<file path="src/rtl/csa_accumulator_if.sv">
// ---------------------------------------------------------------------------
// csa_accumulator_if
// Bus bundle for csa_accumulator: operand input handshake, batch resolve
// request, busy flag and the result valid/ready handshake.
//   in_valid / in_ready / in_data    operand offer and acceptance
//   resolve_req                       single-cycle pulse closing the batch
//   busy                              high while resolving or holding result
//   out_valid / out_ready             result handshake
//   out_sum / out_ovf / out_count     batch total, overflow flag, operand count
// Modports: master drives operands/requests (producer side), slave is the
// accumulator itself.
// ---------------------------------------------------------------------------
interface csa_accumulator_if #(
  parameter int WIDTH = 32,
  parameter int GUARD = 8
);
  logic             in_valid;
  logic             in_ready;
  logic [WIDTH-1:0] in_data;
  logic             resolve_req;
  logic             busy;
  logic             out_valid;
  logic             out_ready;
  logic [WIDTH-1:0] out_sum;
  logic             out_ovf;
  logic [GUARD-1:0] out_count;

  modport master (
    output in_valid, in_data, resolve_req, out_ready,
    input  in_ready, busy, out_valid, out_sum, out_ovf, out_count
  );

  modport slave (
    input  in_valid, in_data, resolve_req, out_ready,
    output in_ready, busy, out_valid, out_sum, out_ovf, out_count
  );
endinterface

</file>
<file path="src/rtl/csa_accumulator.sv">
// ---------------------------------------------------------------------------
// csa_accumulator
// Multi-operand accumulator holding its running total in carry-save form
// (sum vector + carry vector). Each accepted operand costs one 3:2
// compression; on resolve_req the redundant total is turned into binary by a
// slice-serial carry-propagate adder, SLICE bits per cycle, and then offered
// on a valid/ready output.
//
// Ports:
//   clk   rising-edge clock
//   rst   synchronous active-high reset (discards any in-flight batch)
//   bus   csa_accumulator_if.slave (see interface file for signal list)
//
// Optional feature: define CSA_ACC_SAT_EN to saturate out_sum to all ones
// whenever the batch total overflows WIDTH bits (out_ovf still reports it).
// ---------------------------------------------------------------------------
module csa_accumulator #(
  parameter int WIDTH = 32,
  parameter int GUARD = 8,
  parameter int SLICE = 8
) (
  input logic             clk,
  input logic             rst,
  csa_accumulator_if.slave bus
);

  localparam int N    = WIDTH + GUARD;
  localparam int NS   = N / SLICE;
  localparam int IDXW = (NS > 1) ? $clog2(NS) : 1;

  typedef enum logic [1:0] {
    ACCUM   = 2'd0,
    RESOLVE = 2'd1,
    DONE    = 2'd2
  } state_t;

  state_t          state;
  state_t          next_state;

  logic [N-1:0]     s_vec;
  logic [N-1:0]     c_vec;
  logic [N-1:0]     res;
  logic [GUARD-1:0] cnt;
  logic [IDXW-1:0]  idx;
  logic             cy;

  logic             in_ready_int;
  logic             busy_int;
  logic             out_valid_int;
  logic             accept;
  logic             handshake;
  logic             last_slice;
  logic [N-1:0]     x_ext;
  // Only the low N-1 majority bits survive the left shift; the top one is the
  // dropped carry, which is always zero within the operand limit.
  logic [N-2:0]     maj;
  logic [SLICE:0]   slice_sum;

  logic [WIDTH-1:0] out_sum_int;
  logic             out_ovf_int;
  logic [GUARD-1:0] out_count_int;

  // State register
  always_ff @(posedge clk) begin
    if (rst) begin
      state <= ACCUM;
    end else begin
      state <= next_state;
    end
  end

  // Next-state decode and handshake/status outputs
  always_comb begin
    next_state    = state;
    in_ready_int  = 1'b0;
    busy_int      = 1'b0;
    out_valid_int = 1'b0;
    case (state)
      ACCUM: begin
        // Counter saturating at all ones means the batch is full.
        in_ready_int = (cnt != {GUARD{1'b1}});
        if (bus.resolve_req) begin
          next_state = RESOLVE;
        end else begin
          next_state = ACCUM;
        end
      end
      RESOLVE: begin
        busy_int = 1'b1;
        if (last_slice) begin
          next_state = DONE;
        end else begin
          next_state = RESOLVE;
        end
      end
      DONE: begin
        busy_int      = 1'b1;
        out_valid_int = 1'b1;
        if (bus.out_ready) begin
          next_state = ACCUM;
        end else begin
          next_state = DONE;
        end
      end
      default: begin
        next_state = ACCUM;
      end
    endcase
  end

  // Datapath helpers: operand extension, 3:2 majority, current slice adder
  always_comb begin
    x_ext      = {{GUARD{1'b0}}, bus.in_data};
    maj        = (s_vec[N-2:0] & c_vec[N-2:0]) |
                 (s_vec[N-2:0] & x_ext[N-2:0]) |
                 (c_vec[N-2:0] & x_ext[N-2:0]);
    accept     = in_ready_int & bus.in_valid;
    handshake  = out_valid_int & bus.out_ready;
    last_slice = (idx == IDXW'(NS - 1));
    slice_sum  = {1'b0, s_vec[int'(idx) * SLICE +: SLICE]} +
                 {1'b0, c_vec[int'(idx) * SLICE +: SLICE]} +
                 {{SLICE{1'b0}}, cy};
  end

  // Carry-save total, operand count and slice-serial resolution
  always_ff @(posedge clk) begin
    if (rst) begin
      s_vec <= '0;
      c_vec <= '0;
      res   <= '0;
      cnt   <= '0;
      idx   <= '0;
      cy    <= 1'b0;
    end else begin
      case (state)
        ACCUM: begin
          // An operand accepted alongside resolve_req still joins the batch.
          if (accept) begin
            s_vec <= s_vec ^ c_vec ^ x_ext;
            c_vec <= {maj, 1'b0};
            cnt   <= cnt + GUARD'(1);
          end
          if (bus.resolve_req) begin
            idx <= '0;
            cy  <= 1'b0;
          end
        end
        RESOLVE: begin
          res[int'(idx) * SLICE +: SLICE] <= slice_sum[SLICE-1:0];
          cy                              <= slice_sum[SLICE];
          if (last_slice) begin
            idx <= '0;
          end else begin
            idx <= idx + IDXW'(1);
          end
        end
        DONE: begin
          if (handshake) begin
            s_vec <= '0;
            c_vec <= '0;
            cnt   <= '0;
          end
        end
        default: begin
          idx <= '0;
        end
      endcase
    end
  end

  // Result presentation; all fields read zero outside DONE
  always_comb begin
    out_sum_int   = '0;
    out_ovf_int   = 1'b0;
    out_count_int = '0;
    if (state == DONE) begin
      out_ovf_int   = |res[N-1:WIDTH];
      out_count_int = cnt;
`ifdef CSA_ACC_SAT_EN
      if (out_ovf_int) begin
        out_sum_int = {WIDTH{1'b1}};
      end else begin
        out_sum_int = res[WIDTH-1:0];
      end
`else
      out_sum_int = res[WIDTH-1:0];
`endif
    end else begin
      out_sum_int = '0;
    end
  end

  assign bus.in_ready  = in_ready_int;
  assign bus.busy      = busy_int;
  assign bus.out_valid = out_valid_int;
  assign bus.out_sum   = out_sum_int;
  assign bus.out_ovf   = out_ovf_int;
  assign bus.out_count = out_count_int;

endmodule
</file>
<file path="src/flat_wrapper.sv">
// flat-port wrapper written by rule: the top's interface ports become plain ports
module csa_accumulator_flat 
#(
  parameter int WIDTH = 32,
  parameter int GUARD = 8,
  parameter int SLICE = 8
)
  (clk, rst, bus_in_valid, bus_in_data, bus_resolve_req, bus_out_ready, bus_in_ready, bus_busy, bus_out_valid, bus_out_sum, bus_out_ovf, bus_out_count);
  csa_accumulator_if #(.WIDTH(WIDTH), .GUARD(GUARD)) bus_i ();
  input logic clk;
  input logic rst;
  input wire logic [$bits(bus_i.in_valid)-1:0] bus_in_valid;
  input wire logic [$bits(bus_i.in_data)-1:0] bus_in_data;
  input wire logic [$bits(bus_i.resolve_req)-1:0] bus_resolve_req;
  input wire logic [$bits(bus_i.out_ready)-1:0] bus_out_ready;
  output wire logic [$bits(bus_i.in_ready)-1:0] bus_in_ready;
  output wire logic [$bits(bus_i.busy)-1:0] bus_busy;
  output wire logic [$bits(bus_i.out_valid)-1:0] bus_out_valid;
  output wire logic [$bits(bus_i.out_sum)-1:0] bus_out_sum;
  output wire logic [$bits(bus_i.out_ovf)-1:0] bus_out_ovf;
  output wire logic [$bits(bus_i.out_count)-1:0] bus_out_count;
  assign bus_i.in_valid = bus_in_valid;
  assign bus_i.in_data = bus_in_data;
  assign bus_i.resolve_req = bus_resolve_req;
  assign bus_i.out_ready = bus_out_ready;
  assign bus_in_ready = bus_i.in_ready;
  assign bus_busy = bus_i.busy;
  assign bus_out_valid = bus_i.out_valid;
  assign bus_out_sum = bus_i.out_sum;
  assign bus_out_ovf = bus_i.out_ovf;
  assign bus_out_count = bus_i.out_count;
  csa_accumulator #(.WIDTH(WIDTH), .GUARD(GUARD), .SLICE(SLICE)) u_core (.clk(clk), .rst(rst), .bus(bus_i));
endmodule
</file>
<file path="config.mk">
export PLATFORM = sky130hd
export DESIGN_NAME = csa_accumulator_flat
export DESIGN_NICKNAME = d
export VERILOG_FILES = /design/src/rtl/csa_accumulator_if.sv /design/src/rtl/csa_accumulator.sv /design/src/flat_wrapper.sv
export SDC_FILE = /design/constraint.sdc
export NUM_CORES = 1
export LEC_CHECK = 0
export CAP_MARGIN = 0
export CORE_UTILIZATION = 30
export CTS_CLUSTER_DIAMETER = 150
export CTS_CLUSTER_SIZE = 20
export DETAILED_ROUTE_END_ITERATION = 10
export PLACE_DENSITY = 0.55
export SLEW_MARGIN = 15
export SYNTH_ARGS = -nofsm -noshare
export SYNTH_HDL_FRONTEND = slang
export SYNTH_SLANG_ARGS = --single-unit
</file>
<file path="constraint.sdc">
create_clock -name clk -period 4.35 [get_ports clk]
set_clock_uncertainty 0.15 [all_clocks]
set_input_delay 1.0875 -clock clk [delete_from_list [all_inputs] [get_ports clk]]
set_output_delay 1.0875 -clock clk [all_outputs]
set_load 0.02 [all_outputs]
</file>
==> Yosys cells after proc, flatten, opt, wreduce, memory -nomap -nowiden <==
Cells that the tools add are included.
W data, S select, Z words.
{ "word_totals": {"regBits": 134, "input_bits": 37, "output_inout_bits": 44, "wordCells": 65} }
{ "op_classes": {"addsub": 5, "eq_ne": 7, "shifts": 4, "mux": 24, "n_bitwise": 10, "n_reduce_logical": 8} }
{ "op_table": {"columns": ["cell", "count"], "rows": [
  ["$pmux W40 S2", 2],
  ["$mux W40", 3],
  ["$shiftx A40 B7 Y8", 2],
  ["$and A39 B32 Y39", 2],
  ["$or A39 B39 Y39", 2],
  ["$bwmux W40", 1],
  ["$shift A8 B33 Y40 const A", 1],
  ["$shiftx A8 B33 Y40", 1],
  ["$xor A40 B32 Y40", 1],
  ["$xor A40 B40 Y40", 1],
  ["$and A39 B39 Y39", 1],
  ["$neg A6 Y33", 1],
  ["$mux W32", 1],
  ["$mux W8", 3],
  ["$pmux W8 S2", 1],
  ["$add A8 B8 Y9", 1],
  ["$add A9 B1 Y9", 1],
  ["$pmux W3 S3", 1],
  ["$add A8 B1 Y8 const B", 1],
  ["$ne A8 B8 Y1 const B", 1],
  ["$reduce_or A8 Y1", 1],
  ["$mux W1", 6],
  ["$mux W3", 2],
  ["$pmux W2 S3", 1],
  ["other kinds (15)", 20]
]} }

==> Logic depth before layout (Yosys ltp) <==
Gate-level depths: netlist (run 1).
{ "logic_depth": {"ltp_word": 5, "depth_mapped": 13, "mapped_depth_nobuf": 12} }

==> Least setup slack after synthesis (run 1) <==
OpenSTA, ideal clock, no wires.
{ "synth_path": {"path_kind": "register -> register", "from": "register u_core.idx[0]", "to": "register u_core.res[28]", "setup_ns": 0.070, "t_arrival_ns": 3.125, "required_time_ns": 4.130, "slack_ns": 1.005, "stages_incl_launch_ff": 12, "n_path_buf": 1, "synth_period_minus_slack_ns": 3.345, "cell_sequence": "dfxtp_1 > buf_2 > mux4_2 > a22o_1 > fa_1 > inv_1 > fa_1 > nor2b_1 > or3_1 > a221oi_1 > nand3_1 > a21oi_1"} }
{ "synth_between": {"elab_chain_cells": 5, "elab_cells_between_ends": 8, "classes_between": "3 x add/sub; 4 x shift; 1 x mux"} }
{ "synth_lines": {"columns": ["element", "line", "source"], "rows": [
  ["start: declaration", "csa_accumulator.sv:44", "logic [IDXW-1:0] idx;"],
  ["start signal: assignment", "csa_accumulator.sv:154", "idx <= idx + IDXW'(1);"],
  ["$shiftx A40 B7 Y8, on equally long branches", "csa_accumulator.sv:120, csa_accumulator.sv:121", null],
  ["$add A8 B8 Y9", "csa_accumulator.sv:120", "slice_sum = {1'b0, s_vec[int'(idx) * SLICE +: SLICE]} +"],
  ["$add A9 B1 Y9", "csa_accumulator.sv:121", "{1'b0, c_vec[int'(idx) * SLICE +: SLICE]} +"],
  ["$shiftx A8 B33 Y40", "csa_accumulator.sv:149", "res[int'(idx) * SLICE +: SLICE] <= slice_sum[SLICE-1:0];"],
  ["$bwmux W40 *", "csa_accumulator.sv:149", null],
  ["end signal: indexed assignment", "csa_accumulator.sv:149", null],
  ["end: declaration", "csa_accumulator.sv:42", "logic [N-1:0] res;"]
]} }
Every way passes the cells marked *; elsewhere a longest branch is shown, timed or not.
A chain may end at the register's enable or synchronous reset.

==> Worst setup path after layout (run 1) <==
{ "layout_path": {"from": "register u_core.state[0]", "to": "output bus_out_count[1]"} }
{ "layout_between": {"elab_chain_cells": 2} }
{ "layout_lines": {"columns": ["element", "line", "source"], "rows": [
  ["start: declaration", "csa_accumulator.sv:37", "state_t state;"],
  ["start signal: assignment", "csa_accumulator.sv:68", "state <= next_state;"],
  ["$eq A2 B2 Y1", "csa_accumulator.sv:176", "if (state == DONE) begin"],
  ["$mux W8", "csa_accumulator.sv:176", null],
  ["end: declaration", "flat_wrapper.sv:21", "output wire logic [$bits(bus_i.out_count)-1:0] bus_out_count;"]
]} }
No other way between the ends.

==> reports/results.ini, run 1 <==
[grt]
grt_usage = 0.162
gr-total-overflow = 0
grt_pass1_wl_um = 30600
grt_pass1_vias = 5641
antenna_found_initial = 0
grt_max_degree = 81

[final_layout]
final_util = 0.386
area_growth_pct = 25.1
diodes = 0
fin_nets = 968
stdcell_count = 1197
drive_gt1_frac = 0.0803

[synth]
ys_seq_area_frac = 0.377
synth_warnings = 0
synth_area_sq_um = 7060
ys_top_cells_by_area = dfxtp_1, nand2_1, fa_1, a21oi_1, ha_1
netlist.area_leader.share = 0.377
synth_cell_type_count = 62
syn_avg_cell_area_sq_um = 8.71
synth_edf_count = 0
async_flop_share = 0
ys.flop_type = dfxtp_1
yosysTopAreaCell = dfxtp_1
synthCells = 811
synth_seq_cells = 133
syn-num-nets = 908

[floorplanning]
io_pins = 81
die_h_um = 155
design.die.area_sq_um = 24200
fp.dieW_um = 155
core_area_sq_um = 22800
initial_core_util = 0.309
placement_rows = 55

[clock_network]
cts_root_buf = clkbuf_16
post_cts_buffers = 0
cts_max_path_buffers = 2
clkSinkCount = 133
ctsHtreeMaxLevel = 4
cts_made_buffers = 17
cts-resized-gates = 0
cts.reportedPaths.clkPinSlew_ps = 60
cts_tree = done
ctsHoldBuffers = 0
clock_latency_ps = 440

[power_and_ir_drop]
ir_drop_mv = 0.273
finalPower_mw = 3.27
powerDensity_nw_per_um2 = 370
power.leakage_nw = 3.23

[route]
firstDrtPassIters = 5
drt-total-wl_um = 18400
drtIter0Drc = 357
via_per_inst = 4.88
drt.antenna.violating_nets = 0
vias = 5836
wl_per_cell_um = 15.3
drc = 0

[outcome]
outcome = completed

[job]
cap_violations = 0

[sta]
grt_setup_unrepaired = false
slew_viol_final = 0
layout_min_cycle_time_ps = 3870
setup_viol = 0
slew_headroom = 0.480
timing.hold.ws_ps = 302
setup_tns_ps = 0
tightest_slew_ps = 779
period_share = 0.890
fmax_mhz = 258
hold_viol_final = 0

[setup_path]
start_kind = register
critPathMaxFanout = 34
critPathSlowestCell = ha_1
crit_buf_inv = 3
cp.arrival_ps = 2630
rrSetupSlack_ps = 820
critPathMaxStageDelay_ps = 660
cp-end-kind = output pin
crit_type = register to output pin
crit_family = buffers and inverters
path_cells = inv_1 > ha_1 > buf_4 > and2_1 > clkdlybuf4s50_1
cp.required_ps = 3110

[hold_path]
hold_path_class = register to register

[placement]
io_buffers = 80
gp_congestion = 0.830
dpl.cell_count = 1165
dpl.hpwl_um = 13000

## metal layers
layer,wire length [um],GRT usage,vias up,part of all wire
met1,8850,0.220,2762,0.48
met3,782,0.0318,26,0.043
met2,8430,0.255,118,0.46
met4,295,0.0616,0,0.016
li1,-,-,2930,-
met5,0,0,-,0
## registers in the layout, summed over array words and instances (netlist names)
| name | cells |
|---|---|
| u_core.c_vec | 39 |
| u_core.cnt | 8 |
| u_core.cy | 1 |
| u_core.idx | 3 |
| u_core.res | 40 |
| u_core.s_vec | 40 |
| u_core.state | 2 |
## synth_stat cells, types with 3 or more instances
cell	instances
mux4_2	10
mux2i_1	13
nor4_1	4
and3_1	3
nand3_1	8
a211oi_1	5
o41ai_1	5
o21a_1	4
o22ai_1	6
buf_1	5
and2_1	41
a2bb2oi_1	4
xor2_1	5
dfxtp_1	133
a22o_1	10
nand2b_1	8
nor3_1	9
o21ai_0	12
inv_1	11
fa_1	33
a22oi_1	8
clkbuf_1	26
nor2_1	45
nor2b_1	7
nand2_1	183
a21oi_1	101
buf_2	23
a31oi_1	7
nand4_1	5
ha_1	27
nand3b_1	10
## tightest hold or removal path: stages, from the launching register on
cell and delay [ps]:
dfxtp_1 310, nand2_1 50, a21oi_1 50
## area by class of cell
class	count	area, sq um
clock buffer	17	425
fill	2359	14000
inverter	11	41.3
multi-input combinational	613	4160
tap	313	392
sequential	133	2660
timing repair buffer	95	958
clock inverter	15	189
## per-stage QoR
step,worst slack (ps),instance area (sq um)
6_report,481,8830
5_1_grt,202,8830
4_1_cts,393,8830
3_5_place_dp,832,8220
3_3_place_gp,829,8220
2_1_floorplan,1000,7060
## cells in the final DEF (no fill, tap or decap), drive strengths merged, types with 6 or more instances in the layout
cell | synthesis | layout
nand2 | 184 | 184
dfxtp | 133 | 133
a21oi | 101 | 101
clkdlybuf4s50 | 0 | 79
nor2 | 45 | 45
and2 | 43 | 43
fa | 33 | 33
ha | 27 | 27
inv | 11 | 18
clkbuf | 26 | 17
buf | 28 | 16
mux2i | 13 | 13
o21ai | 12 | 12
mux4 | 10 | 10
a22o | 10 | 10
nand3b | 10 | 10
nor3 | 9 | 9
nand3 | 8 | 8
nand2b | 8 | 8
a22oi | 8 | 8
a31oi | 7 | 7
nor2b | 7 | 7
o22ai | 6 | 6
## logic make-up after synthesis
| group | after synthesis | synth area share |
|---|---|---|
| muxes | 25 | 0.0535 |
| adders and majority gates | 60 | 0.141 |
| buffers and inverters | 65 | 0.0386 |
| DFF | 133 | 0.377 |
| AOI/OAI and AO/OA | 186 | 0.164 |
| xor gates and xnor gates | 7 | 0.00868 |
| and+or+nand+nor | 335 | 0.217 |
## worst paths after layout
kind / end / depth (start not counted) / start
setup / recovery: bus_out_count[1] / 5 / u_core.state[0]$_SDFF_PP0_
setup reg to reg: u_core.res[31]$_SDFFE_PP0P_ / 12 / u_core.idx[0]$_SDFFE_PP0P_
hold / removal: u_core.res[4]$_SDFFE_PP0P_ / 2 / u_core.res[4]$_SDFFE_PP0P_
hold reg to reg: u_core.res[4]$_SDFFE_PP0P_ / 2 / u_core.res[4]$_SDFFE_PP0P_
## where the power goes
group / switching (mW) / internal [mW] / total [mW]
sequential: 0.0618 / 1.27 / 1.34
clock: 0.603 / 0.915 / 1.52
combinational: 0.241 / 0.174 / 0.415
total: 0.906 / 2.36 / 3.27
Power figures use the tool's default switching activity.
==> inputs of run 2 (changes only) <==
--- a/config.mk
+++ b/config.mk
@@ -10,7 +10,9 @@
 export CTS_CLUSTER_DIAMETER = 150
 export CTS_CLUSTER_SIZE = 20
 export DETAILED_ROUTE_END_ITERATION = 10
+export GPL_TIMING_DRIVEN = 0
 export PLACE_DENSITY = 0.55
+export SKIP_LAST_GASP = 1
 export SLEW_MARGIN = 15
 export SYNTH_ARGS = -nofsm -noshare
 export SYNTH_HDL_FRONTEND = slang
==> reports/results.ini, run 2 (synthesized netlist as in run 1, its figures left out) <==
[final_layout]
layout_commonest_cell = nand2_1
stdcell_area_sq_um = 8880  ; +0.61%
layout_common_cells = nand2_1, dfxtp_1, a21oi_1
drive_gt1_frac = 0.0823  ; +0.00202
diodes = 0  ; unchanged
area_growth_pct = 25.8
reg_top3 = u_core.res x40, u_core.s_vec x40, u_core.c_vec x39
final_util = 0.389  ; +0.00235
fin_nets = 1007  ; +4.0%

[setup_path]
rrSetupSlack_ps = 310  ; -510 ps
crit_buf_inv = 4  ; +1
endpoint = bus_out_count[1]
cp.required_ps = 3110  ; about the same
critPathMaxStageDelay_ps = 610  ; -50 ps
critPathSlowestCell = clkdlybuf4s50_1
crit_family = buffers and inverters
crit_path_start = u_core.state[0]$_SDFF_PP0_
critPathMaxFanout = 10  ; -71%
cpMostUsedCell = clkbuf_1
rr_worst_depth = 11  ; -1
path_cells = inv_1 > ha_1 > clkbuf_1 > clkbuf_1 > and2_1 > clkdlybuf4s50_1
crit_type = register to output pin
worst-path-stages = 6  ; +1
cp-end-kind = output pin
timing.rr.start = u_core.idx[0]$_SDFFE_PP0P_
cp.arrival_ps = 2880  ; +250 ps
start_kind = register
timing.rr.end = u_core.res[14]$_SDFFE_PP0P_

[power_and_ir_drop]
ir_drop_mv = 0.241  ; -12%
finalPower_mw = 3.29  ; +0.66%
power.internal_mw = 2.37  ; +0.49%
p_seq_frac = 0.404  ; -0.005
p_comb_frac = 0.134  ; +0.007
switchingPower_uw = 916  ; +1.1%
powerDensity_nw_per_um2 = 370  ; about the same
p_sw_frac = 0.279  ; +0.00124
power.leakage_nw = 3.26  ; +0.94%
clkPwrFrac = 0.462  ; -0.002

[clock_network]
clkSinkCount = 133  ; unchanged
cts_made_buffers = 17  ; unchanged
ctsHtreeMaxLevel = 4  ; unchanged
cts_max_path_buffers = 2  ; unchanged
cts_tree = done
cts.reportedPaths.clkPinSlew_ps = 60  ; about the same
ctsHoldBuffers = 0  ; unchanged
cts_root_buf = clkbuf_16
clock_latency_ps = 420  ; -20 ps

[sta]
layout_min_cycle_time_ps = 4120  ; +246 ps
hold_viol_final = 0  ; unchanged
period_share = 0.946  ; +0.0566
fmax_mhz = 243  ; -6.0%
slew_viol_final = 0  ; unchanged
setup_viol = 0  ; unchanged
tightest_slew_ps = 855  ; +75.7 ps
grt_setup_unrepaired = false
slew_headroom = 0.426  ; -0.0543
setup_tns_ps = 0  ; unchanged

[grt]
grt_use_met2 = 0.291  ; +0.0365
antenna_found_initial = 0  ; unchanged
grt_max_degree = 17  ; -79%
grt_pass1_vias = 5999  ; +6.3%
grt.met1_usage = 0.242  ; +0.0218
top_usage_layer = met2
gr-total-overflow = 0  ; unchanged
grt_usage = 0.179  ; +0.0162
met3_usage = 0.0312  ; -0.000557
grt_pass1_wl_um = 32900  ; +7.6%

[floorplanning]
initial_core_util = 0.309  ; unchanged
placement_rows = 55  ; unchanged
core_area_sq_um = 22800  ; unchanged
io_pins = 81  ; unchanged
design.die.area_sq_um = 24200  ; unchanged
die_h_um = 155  ; unchanged
fp.dieW_um = 155  ; unchanged

[job]
cap_violations = 0  ; unchanged

[route]
via_per_inst = 4.96  ; +1.8%
firstDrtPassIters = 5  ; unchanged
drtIter0Drc = 388  ; +8.7%
wl_per_cell_um = 16.7  ; +8.6%
drt.antenna.violating_nets = 0  ; unchanged
drt-total-wl_um = 20600  ; +12%
vias = 6136  ; +5.1%
drc = 0  ; unchanged

[placement]
post_dp_cell_area_sq_um = 8250  ; +0.46%
dpl.hpwl_um = 15300  ; +18%
gp_congestion = 0.805  ; -3.1%
io_buffers = 80  ; unchanged

[hold_path]
hold_path_class = register to register

[outcome]
outcome = completed

[run 2: timing repair]
item | in CTS | in global routing
buffers inserted | 0 | 0
gates cloned | 0 | 0
setup endpoints to repair | 1 | 9
resized for setup | 1 | 2
[run 2: routing by layer]
| layer | share of wire | vias to the layer above |
|---|---|---|
| li1 | - | 3010 |
| met1 | 0.48 | 2944 |
| met2 | 0.46 | 165 |
| met3 | 0.047 | 17 |
| met4 | 0.012 | 0 |
| met5 | 0 | - |
[run 2: worst reg2reg max path: cells and delay by family (launching register included)]
family	cells	cell delay, ps
flops	1	510
fa+ha+maj	2	640
mux	1	620
buf+inv	2	530
xor+xnor	1	250
compound gates	4	1170
simple gates	1	70
[run 2: how the worst min path moves through the flow]
| stage | start | endpoint | slack, ps | cells after the start |
|---|---|---|---|---|
| after floorplan | u_core.res[26]$_SDFFE_PP0P_ | u_core.res[26]$_SDFFE_PP0P_ | 280 | 2 |
| after global routing | u_core.res[4]$_SDFFE_PP0P_ | u_core.res[4]$_SDFFE_PP0P_ | 330 | 2 |
| final | u_core.res[28]$_SDFFE_PP0P_ | u_core.res[28]$_SDFFE_PP0P_ | 300 | 2 |
| after detailed placement | u_core.res[24]$_SDFFE_PP0P_ | u_core.res[24]$_SDFFE_PP0P_ | 300 | 2 |
| after global placement | u_core.res[28]$_SDFFE_PP0P_ | u_core.res[28]$_SDFFE_PP0P_ | 290 | 2 |
| after CTS | u_core.res[26]$_SDFFE_PP0P_ | u_core.res[26]$_SDFFE_PP0P_ | 310 | 2 |
[run 2: power by group through the flow]
stage          combinational (mW)  sequential (mW)  clock, mW
6_report                    0.440             1.33       1.52
5_1_grt                     0.496             1.34       1.59
4_1_cts                     0.442             1.33       1.54
3_5_place_dp                0.438             1.36          0
3_3_place_gp                0.433             1.36          0
2_1_floorplan               0.283             1.34          0
[run 2: stage by stage]
step | setup slack, ps | std cells | hold WS (ps)
2_1_floorplan | 1000 | 811 | 277
6_report | 234 | 1236 | 300
3_5_place_dp | 24.1 | 1204 | 298
4_1_cts | 10.8 | 1236 | 306
5_1_grt | 6.66 | 1236 | 330
3_3_place_gp | 7.06 | 1204 | 288
[run 2: final cells by class]
class | count | area [sq um]
Buffer | 54 | 233
Clock buffer | 19 | 443
Clock inverter | 13 | 173
Fill cell | 2394 | 14000
Inverter | 11 | 41.3
Multi-Input combinational cell | 613 | 4140
Sequential cell | 133 | 2660
Tap cell | 313 | 392
Timing Repair Buffer | 80 | 801
